`config.mk`:
```
export PLATFORM = sky130hd
export DESIGN_NAME = transmitter
export DESIGN_NICKNAME = d
export VERILOG_FILES = /design/src/rtl/transmitter_pkg.sv /design/src/rtl/transmit_protocol.sv /design/src/rtl/transmitter.sv
export SDC_FILE = /design/constraint.sdc
export NUM_CORES = 1
export LEC_CHECK = 0
export BUFFER_PORTS_ARGS = -buffer_cell sky130_fd_sc_hd__buf_2
export CORE_UTILIZATION = 46
export DETAILED_ROUTE_END_ITERATION = 10
export PLACE_DENSITY_LB_ADDON = 0.05
export REMOVE_ABC_BUFFERS = 1
export SYNTH_ARGS = -nofsm -noshare
export SYNTH_HDL_FRONTEND = slang
export SYNTH_SLANG_ARGS = --single-unit
```
`constraint.sdc`:
```
create_clock -name Clk_S -period 2.1 [get_ports Clk_S]
set_clock_uncertainty 0.05 [all_clocks]
set_input_delay 0.105 -clock Clk_S [delete_from_list [all_inputs] [get_ports Clk_S]]
set_output_delay 0.105 -clock Clk_S [all_outputs]
set_load 0.05 [all_outputs]
```
`src/rtl/transmitter_pkg.sv`:
```
// Shared constants for the 55-bit serial transmitter: frame geometry,
// FSM state encoding and the parity helper.
package transmitter_pkg;

  localparam int PKT_W      = 55;
  localparam int FRAME_BITS = 58;
  localparam int CNT_W      = 6;

  localparam logic [CNT_W-1:0] LAST_BIT = CNT_W'(PKT_W - 1);

  localparam logic [2:0] ST_IDLE   = 3'd0;
  localparam logic [2:0] ST_START  = 3'd1;
  localparam logic [2:0] ST_DATA   = 3'd2;
  localparam logic [2:0] ST_PARITY = 3'd3;
  localparam logic [2:0] ST_STOP   = 3'd4;

  function automatic logic even_parity(input logic [PKT_W-1:0] i_data);
    return ^i_data;
  endfunction

endpackage

```
`src/rtl/transmit_protocol.sv`:
```
// Framing datapath: holds the latched packet, shifts it out MSB first,
// counts data bits and keeps the parity of the packet as it was latched.
module transmit_protocol
  import transmitter_pkg::*;
(
  input  logic             i_clk,
  input  logic             i_rst_n,
  input  logic             i_load,
  input  logic [PKT_W-1:0] i_data,
  input  logic             i_clear,
  input  logic             i_shift,
  output logic             o_msb,
  output logic             o_next_msb,
  output logic             o_parity,
  output logic             o_last
);

  logic [PKT_W-1:0] r_shift;
  logic [CNT_W-1:0] r_cnt;
  logic             r_parity;

  // Parity is captured at load so later TX_Data changes cannot disturb it.
  always_ff @(posedge i_clk or negedge i_rst_n) begin
    if (!i_rst_n) begin
      r_shift  <= '0;
      r_parity <= 1'b0;
    end else if (i_load) begin
      r_shift  <= i_data;
      r_parity <= even_parity(i_data);
    end else if (i_shift) begin
      r_shift  <= {r_shift[PKT_W-2:0], 1'b0};
    end
  end

  always_ff @(posedge i_clk or negedge i_rst_n) begin
    if (!i_rst_n) begin
      r_cnt <= '0;
    end else if (i_clear) begin
      r_cnt <= '0;
    end else if (i_shift) begin
      r_cnt <= r_cnt + CNT_W'(1);
    end
  end

  assign o_msb      = r_shift[PKT_W-1];
  assign o_next_msb = r_shift[PKT_W-2];
  assign o_parity   = r_parity;
  assign o_last     = (r_cnt == LAST_BIT);

endmodule

```
`src/rtl/transmitter.sv`:
```
// Serial transmitter top: valid/ready handshake and frame state machine.
// S_Data is registered from the bit the next state will present.
module transmitter
  import transmitter_pkg::*;
(
  input  logic             Clk_S,
  input  logic             Rst_n,
  input  logic [PKT_W-1:0] TX_Data,
  input  logic             TX_Data_Valid,
  output logic             TX_Ready,
  output logic             S_Data
);

  logic [2:0] r_state;
  logic [2:0] w_next_state;
  logic       r_sdata;
  logic       w_sdata_next;
  logic       w_accept;
  logic       w_msb;
  logic       w_next_msb;
  logic       w_parity;
  logic       w_last;

  assign w_accept = (r_state == ST_IDLE) && TX_Data_Valid;

  always_comb begin
    w_next_state = ST_IDLE;
    w_sdata_next = 1'b1;
    case (r_state)
      ST_IDLE: begin
        w_next_state = w_accept ? ST_START : ST_IDLE;
        w_sdata_next = w_accept ? 1'b0 : 1'b1;
      end
      ST_START: begin
        w_next_state = ST_DATA;
        w_sdata_next = w_msb;
      end
      // The shifter moves on this edge, so the next MSB is the bit below it now.
      ST_DATA: begin
        w_next_state = w_last ? ST_PARITY : ST_DATA;
        w_sdata_next = w_last ? w_parity : w_next_msb;
      end
      ST_PARITY: begin
        w_next_state = ST_STOP;
        w_sdata_next = 1'b1;
      end
      ST_STOP: begin
        w_next_state = ST_IDLE;
        w_sdata_next = 1'b1;
      end
      default: begin
        w_next_state = ST_IDLE;
        w_sdata_next = 1'b1;
      end
    endcase
  end

  always_ff @(posedge Clk_S or negedge Rst_n) begin
    if (!Rst_n) begin
      r_state <= ST_IDLE;
      r_sdata <= 1'b1;
    end else begin
      r_state <= w_next_state;
      r_sdata <= w_sdata_next;
    end
  end

  transmit_protocol u_protocol (
    .i_clk      (Clk_S),
    .i_rst_n    (Rst_n),
    .i_load     (w_accept),
    .i_data     (TX_Data),
    .i_clear    (r_state == ST_START),
    .i_shift    (r_state == ST_DATA),
    .o_msb      (w_msb),
    .o_next_msb (w_next_msb),
    .o_parity   (w_parity),
    .o_last     (w_last)
  );

  assign TX_Ready = (r_state == ST_IDLE);
  assign S_Data   = r_sdata;

endmodule

```
After elaboration in Yosys (flattened, before gate mapping)
Index checks and enable logic that the tools add are counted.
Widths: inputs -> output; s select.

cells by class
  reduce and logical (&&, ||, !) cells = 5
  magnitude comparators = 0
  bitwise gates (word level) = 0
  muxes and demuxes = 10
  shift operators = 0
  equal/unequal tests = 4
  add/subtract/negate cells = 1
  div/mod/pow operators = 0
  $mul = 0

operators by type and width
  kind                 number
  $mux 55              2
  $reduce_xor 55->1    1
  $mux 6               2
  $pmux 3 s4           1
  $add 6x1->6 const B  1
  $eq 3x2->1 const B   2
  $eq 6x6->1 const B   1
  $mux 1               4
  $reduce_bool 2->1    2
  $eq 3x1->1 const B   1
  $logic_not 3->1      1
  $pmux 1 s3           1
  $logic_and 1x1->1    1

word-level totals
  bits in latches = 0
  memories = 0
  RAM bits = 0
  bits in registers = 66
  word-level logic and storage cells = 25
  bits in read-only memories = 0

Longest topological paths before layout
Gate-level depths: netlist of the first run.

  word-level depth = 4
  depth in mapped cells = 7

Cells and area by module
From an unflattened synthesis of the first run, not the netlist that was laid out.

second synthesis, totals
  cell total of the unflattened synthesis = 336
  area total of the unflattened synthesis = 3,474.6 um^2

modules (own cells, without submodules)
  module             sequential area each (um^2)  times used  cells an instance  area an instance (um^2)
  transmit_protocol  1,551.5                      1           321                3,289.4
  transmitter        101.3                        1           15                 185.2

Worst setup path after synthesis of the first run
OpenSTA, ideal clock, no wires.

  path type = register to register
  start point = register r_state[1]
  end point = register u_protocol.r_parity, in the netlist u_protocol.o_parity
  required time = 1.925 ns
  library setup time = 0.125 ns
  setup slack = -0.695 ns
  cell stages (with the launch flop) = 6
  arrival = 2.620 ns
  cells stage by stage = dfrtp_1 nor3_1 and2_1 clkbuf_1 clkbuf_1 mux2_4

on the way
  cells in the longest elaborated chain, start to end = 2

ends and longest elaborated chain
  what                      line                     source
  start: declaration        transmitter.sv:14        logic [2:0] r_state;
  start signal: assignment  transmitter.sv:63        r_state <= w_next_state;
  $logic_not 3->1           -
  named net TX_Ready        transmitter.sv:10        output logic TX_Ready,
  $logic_and 1x1->1         transmitter.sv:24        assign w_accept = (r_state == ST_IDLE) && TX_Data_Valid;
  end signal: assignment    transmit_protocol.sv:29  r_parity <= even_parity(i_data);
  end: declaration          transmit_protocol.sv:20  logic r_parity;

The timed path passes the listed nets, and every way through them passes these cells.
A chain may end at the register's enable or synchronous reset.

Worst setup path in the final report of the first run
  start point = input TX_Data[44]
  end point = register u_protocol.r_parity, in the netlist u_protocol.o_parity

on the way
  cells in the longest elaborated chain, start to end = 1

ends and longest elaborated chain
  what                line                   source
  start: declaration  transmitter.sv:8       input logic [PKT_W-1:0] TX_Data,
  $reduce_xor 55->1   transmitter_pkg.sv:18  return ^i_data;

Every way passes these cells.

==> flow_summary.yaml, run 1 <==
outcome:
  status: "completed"
synth:
  yosysUniqueCellTypes: 25
  yosysMostFrequentCell: "nand2_1"
  async_flop_share: 1.00
  netlist_area_sq_um: 3320
  ys.flop_type: "dfrtp_1"
  yosysTopAreaCellShare: 0.490
  synth_area_leader_cell: "dfrtp_1"
  postSynthRegisterBits: 66
  yosysSeqAreaShare: 0.498
  synthCells: 351
  syn_avg_cell_area_sq_um: 9.46
  ys_top_cells_by_area: "dfrtp_1 (49%), nand2_1 (13%), a22oi_1 (12%)"
  ys_warn_count: 0
  synth-edff-count: 0
  synth_common_cells: "nand2_1 (111), dfrtp_1 (65), a22oi_1 (52)"
placement:
  hpwl_mm: 4.67
  postPlaceCellArea_sq_um: 3720
  gp_congestion: 0.746
  port_buffers: 59
timing:
  finalHoldViolCount: 0
  finalSetupViolCount: 0
  clock.fmax_mhz: 504
  rsz0062_at_grt: "false"
  period_share: 0.945
  tightestPinTransition_ns: 0.695
  finalSetupTns_ns: 0
  period_minus_slack_ns: 1.98
  drv_slew: 0
  slew_headroom: 0.536
die:
  die_y_um: 86.9
  dieArea_sq_um: 7560
  start_util: 0.483
  fp.coreArea_sq_um: 6870
  rows: 30
  ioPinCount: 60
  die_w_um: 86.9
setup_path:
  crit_fanout: 2
  startpoint: "TX_Data[44]"
  required_ns: 2.27
  cp-start-kind: "primary input"
  worstRegToRegCells: 4
  criticalPathCategory: "primary input to flip-flop"
  timing.critical_path.arrival_ns: 2.15
  endpoint_kind: "flip-flop"
  r2r_start: "r_state[1]"
global_route:
  grt.total_usage: 0.225
  grt_max_degree: 61
  grt_pass1_vias: 2768
  grt_pass1_wl_mm: 13.1
  antenna_found_initial: 0
  overflow: 0
power_and_ir_drop:
  leakagePower_nw: 2.22
  vdd_drop_max_mv: 0.398
  power_per_cell_area_nw_per_um2: 632
cells_and_area:
  area_growth_pct: 34.8
  diodes: 0
  drive_above_1_share: 0.183
  final_area_sq_um: 4470
  finalNetCount: 520
  fillCellCount: 598
routing:
  firstDrtPassIters: 4
  routed_wl_mm: 8.04
  vias: 2821
  drc: 0
  route.antenna.remaining_nets: 0
  drt_iter0_drc: 164
  via_per_inst: 5.03
  wl_per_cell_um: 14.3
flow_run:
  drv_cap: 0
hold_path:
  hold_path_class: "primary input to flip-flop"
  min_from: "TX_Data[37]"
  hold_path_depth: 3
clock_network:
  cts_inserted_buffers: 9
  cts_root_buffer: "clkbuf_8"
  h-tree-depth: 3
  cts_tree: "built"
  cts_buffer_depth: 2
  clk_latency_ns: 0.33
  post_cts_buffers: 0
  clock-sinks: 66
  clkTransAtPathRegs_ns: 0.07
-- sequential cells by signal, summed over array words and instances (netlist names) --
name / flops
u_protocol.o_parity: 1
r_state: 3
S_Data: 1
u_protocol.r_shift: 55
u_protocol.r_cnt: 6
-- cell type report --
type                            instances  area, sq um  share of cell area
Timing Repair Buffer                  116          876               0.196
Clock buffer                           13          139              0.0310
Multi-Input combinational cell        263         1630               0.364
Inverter                                4         15.0             0.00336
Tap cell                               96          120              0.0269
Clock inverter                          3         40.0             0.00895
Sequential cell                        66         1650               0.370
-- placed cells by master, fill, tap and decap left out, types with 3 or more instances in the layout --
master	synthesis	routed
nor2_1	8	6
nand2b_1	4	4
xnor2_1	42	39
clkbuf_1	19	4
xor2_1	9	9
inv_1	4	4
clkbuf_8	0	9
dfrtp_1	65	65
o21ai_0	13	13
nand4_1	3	3
nand2_1	111	111
mux2i_1	3	3
xnor2_2	0	3
nor2_4	0	3
buf_2	0	59
dlygate4sd3_1	0	53
a22oi_1	52	52
-- final timing paths --
kind,end,slack [ns]
max in group asynchronous,u_protocol.r_shift[19],1.10
min in group asynchronous,u_protocol.r_cnt[2],0.25
worst min register to register,u_protocol.r_shift[26],0.43
worst max-delay path,u_protocol.o_parity,0.12
worst max register to register,u_protocol.o_parity,0.19
worst min-delay path,u_protocol.r_shift[37],0.02
-- metal layers --
metal	up-vias	wire length (um)	share of wire	global-route usage
li1	1403	-	-	-
met1	1337	3720	0.46	0.309
met2	70	3900	0.49	0.359
met3	11	330	0.041	0.0370
met4	0	91	0.011	0.0818
met5	-	0	0	0
-- per-stage QoR --
step           setup WS [ns]  instances  hold WS [ns]  power [mW]   util
2_1_floorplan          -2.15        332        -0.241        1.62      -
5_1_grt               0.0439        561        0.0140        2.95  0.651
3_3_place_gp           0.115        491        0.0911        1.77  0.542
6_report               0.116        561        0.0155        2.83  0.651
4_1_cts               0.0412        560        0.0132        2.86  0.645
3_5_place_dp          0.0623        491        0.0903        1.77  0.542
-- worst max-delay path, cell delays in order --
cell and delay, ns:
dlygate4sd3_1 0.54, buf_2 0.13, xor2_1 0.16, xnor2_1 0.20, xnor2_1 0.18, xnor2_1 0.16, xnor3_1 0.41, mux2_4 0.26
-- cells by family (layout without fill, tap and decap cells) --
kind of cell | Yosys count | in the layout | share of synthesized area
adders and majority gates | 2 | 2 | 0.00754
DFF | 66 | 66 | 0.498
and+or+nand+nor | 132 | 133 | 0.158
xor gates and xnor gates | 53 | 53 | 0.148
muxes | 4 | 4 | 0.0136
buffers and inverters | 23 | 136 | 0.0260
AOI/OAI and AO/OA | 71 | 71 | 0.149
-- timing repair --
item	CTS	global route
resized for setup	0	6
endpoints found under the hold margin	74	0
hold buffers	53	0
setup endpoints to repair	0	53
-- power by group --
group          switching [mW]  internal [mW]
Combinational           0.210          0.337
Clock                   0.461          0.547
Sequential                  0           1.27
Note: power is estimated with default switching activity, not from simulation.
==> run 2, diff against run 1 <==
--- a/config.mk
+++ b/config.mk
@@ -8,7 +8,7 @@
 export BUFFER_PORTS_ARGS = -buffer_cell sky130_fd_sc_hd__buf_2
 export CORE_UTILIZATION = 46
 export DETAILED_ROUTE_END_ITERATION = 10
-export PLACE_DENSITY_LB_ADDON = 0.05
+export PLACE_DENSITY = 0.68
 export REMOVE_ABC_BUFFERS = 1
 export SYNTH_ARGS = -nofsm -noshare
 export SYNTH_HDL_FRONTEND = slang
==> flow_summary.yaml, run 2 (synthesis results as in run 1) <==
setup_path:
  endpoint_kind: "flip-flop"
  slowest_delay_ns: 0.53
  crit_fanout: 2
  cp-start-kind: "primary input"
  timing.critical_path.arrival_ns: 2.26
  r2r-end: "u_protocol.o_parity"
  path_delay_family: "XOR/XNOR gates"
  r2r_start: "r_state[1]"
  worstRegToRegCells: 4
  cp_cell_sequence: "dlygate4sd3_1, buf_2, xnor2_2, xnor2_2, xnor2_1, xnor3_1, xnor3_1, mux2_4"
  required_ns: 2.26
  criticalPathCategory: "primary input to flip-flop"
  path_buf_inv: 2
  ff2ff_setup_slack_ns: 0.13
  critPathSlowestCell: "dlygate4sd3_1"
power_and_ir_drop:
  power_per_cell_area_nw_per_um2: 643
  p_clk_frac: 0.363
  leakagePower_nw: 2.22
  pwr-share-seq: 0.444
  vdd_drop_max_mv: 0.499
  p_int_mw: 2.21
  p_comb_frac: 0.193
  switching_share: 0.230
  totalPowerFinal_mw: 2.86
  p_switching_uw: 657
hold_path:
  hold_path_depth: 3
  hold-path-endpoint: "u_protocol.r_shift[14]"
  min_from: "TX_Data[14]"
  hold_path_class: "primary input to flip-flop"
cells_and_area:
  final_common_cell: "nand2_1"
  top_register: "u_protocol.r_shift"
  final_util: 0.648
  largest_reg_flops: 55
  final_cells: 557
  area_growth_pct: 34.0
  reg_top3: "u_protocol.r_shift: 55 flops, u_protocol.r_cnt: 6 flops, r_state: 3 flops"
  drive_above_1_share: 0.193
  finalNetCount: 516
  diodes: 0
  final_cell_mix: "nand2_1 (111), dfrtp_1 (65), buf_2 (59)"
  regArea_sq_um: 1650
  multiInputGateArea_sq_um: 1630
  fillCellCount: 570
  final_area_sq_um: 4450
global_route:
  antenna_found_initial: 0
  overflow: 0
  grt_pass1_wl_mm: 13.0
  grt_pass1_vias: 2887
  grt_max_degree: 61
  grt.total_usage: 0.222
routing:
  routed_wl_mm: 8.08
  vias: 2847
  route.antenna.remaining_nets: 0
  drc: 0
  firstDrtPassIters: 5
  wl_per_cell_um: 14.5
  drt_iter0_drc: 197
  via_per_inst: 5.11
clock_network:
  cts_tree: "built"
  clkTransAtPathRegs_ns: 0.07
  clk_latency_ns: 0.33
  cts_buffer_depth: 2
  h-tree-depth: 3
  cts_inserted_buffers: 9
  cts_root_buffer: "clkbuf_8"
  clock-sinks: 66
die:
  ioPinCount: 60
  start_util: 0.483
  fp.coreArea_sq_um: 6870
  die_y_um: 86.9
  die_w_um: 86.9
  dieArea_sq_um: 7560
  rows: 30
timing:
  whs_ns: 0.00504
  period_share: 0.997
  period_minus_slack_ns: 2.09
  rsz0062_at_grt: "true"
  clock.fmax_mhz: 478
  slew_headroom: 0.544
  finalSetupTns_ns: 0
  tightestPinTransition_ns: 0.683
  finalHoldViolCount: 0
  fin_ws_ns: 0.00632
  finalSetupViolCount: 0
  drv_slew: 0
placement:
  postPlaceCellArea_sq_um: 3730
  place_ws_ns: 0.104
  gp_congestion: 0.771
  placed_cells: 492
  port_buffers: 59
  hpwl_mm: 4.68
outcome:
  status: "completed"
flow_run:
  drv_cap: 0
run 2: power by group through the flow:
stage | registers [mW] | logic (mW) | clock network [mW]
after floorplan | 1.30 | 0.324 | 0
after global placement | 1.29 | 0.466 | 0
after detailed placement | 1.29 | 0.479 | 0
after CTS | 1.27 | 0.549 | 1.07
after global routing | 1.27 | 0.590 | 1.12
final | 1.27 | 0.551 | 1.04
run 2: how the worst max path moves through the flow:
stage                      from                      to  slack (ns)  cells after the start
CTS                 TX_Data[24]     u_protocol.o_parity        0.01                      8
finish              TX_Data[24]     u_protocol.o_parity       0.006                      8
global route        TX_Data[24]     u_protocol.o_parity       -0.05                      8
floorplan            r_state[1]  u_protocol.r_shift[10]       -2.15                      5
global placement    TX_Data[39]     u_protocol.o_parity        0.13                      7
detailed placement  TX_Data[42]     u_protocol.o_parity        0.10                      7
run 2: cell type report:
cell class / instances / area share
clock buffers: 15 / 0.0442
clock inverters: 1 / 0.00112
inverters: 4 / 0.00337
multi-input cells: 263 / 0.366
flip-flops and latches: 66 / 0.371
well taps: 96 / 0.0270
repair buffers: 112 / 0.186
run 2: worst reg2reg max path: stages (launching register included):
cell and delay (ns):
dfrtp_1 0.39, nor3_1 0.22, and2_2 0.27, buf_4 0.53, mux2_4 0.39
run 2: routing by layer:
metal | up-vias | GRT usage | share of wire
met3 | 12 | 0.0512 | 0.046
met4 | 0 | 0.0833 | 0.016
li1 | 1395 | - | -
met5 | - | 0 | 0
met1 | 1362 | 0.293 | 0.45
met2 | 78 | 0.358 | 0.49
run 2: timing repair:
action                                  in CTS  in global routing
gates resized for setup                      0                  5
endpoints found under the hold margin       72                  0
setup buffers                                0                  0
endpoints found under the setup margin       0                 50
hold buffers                                48                  0
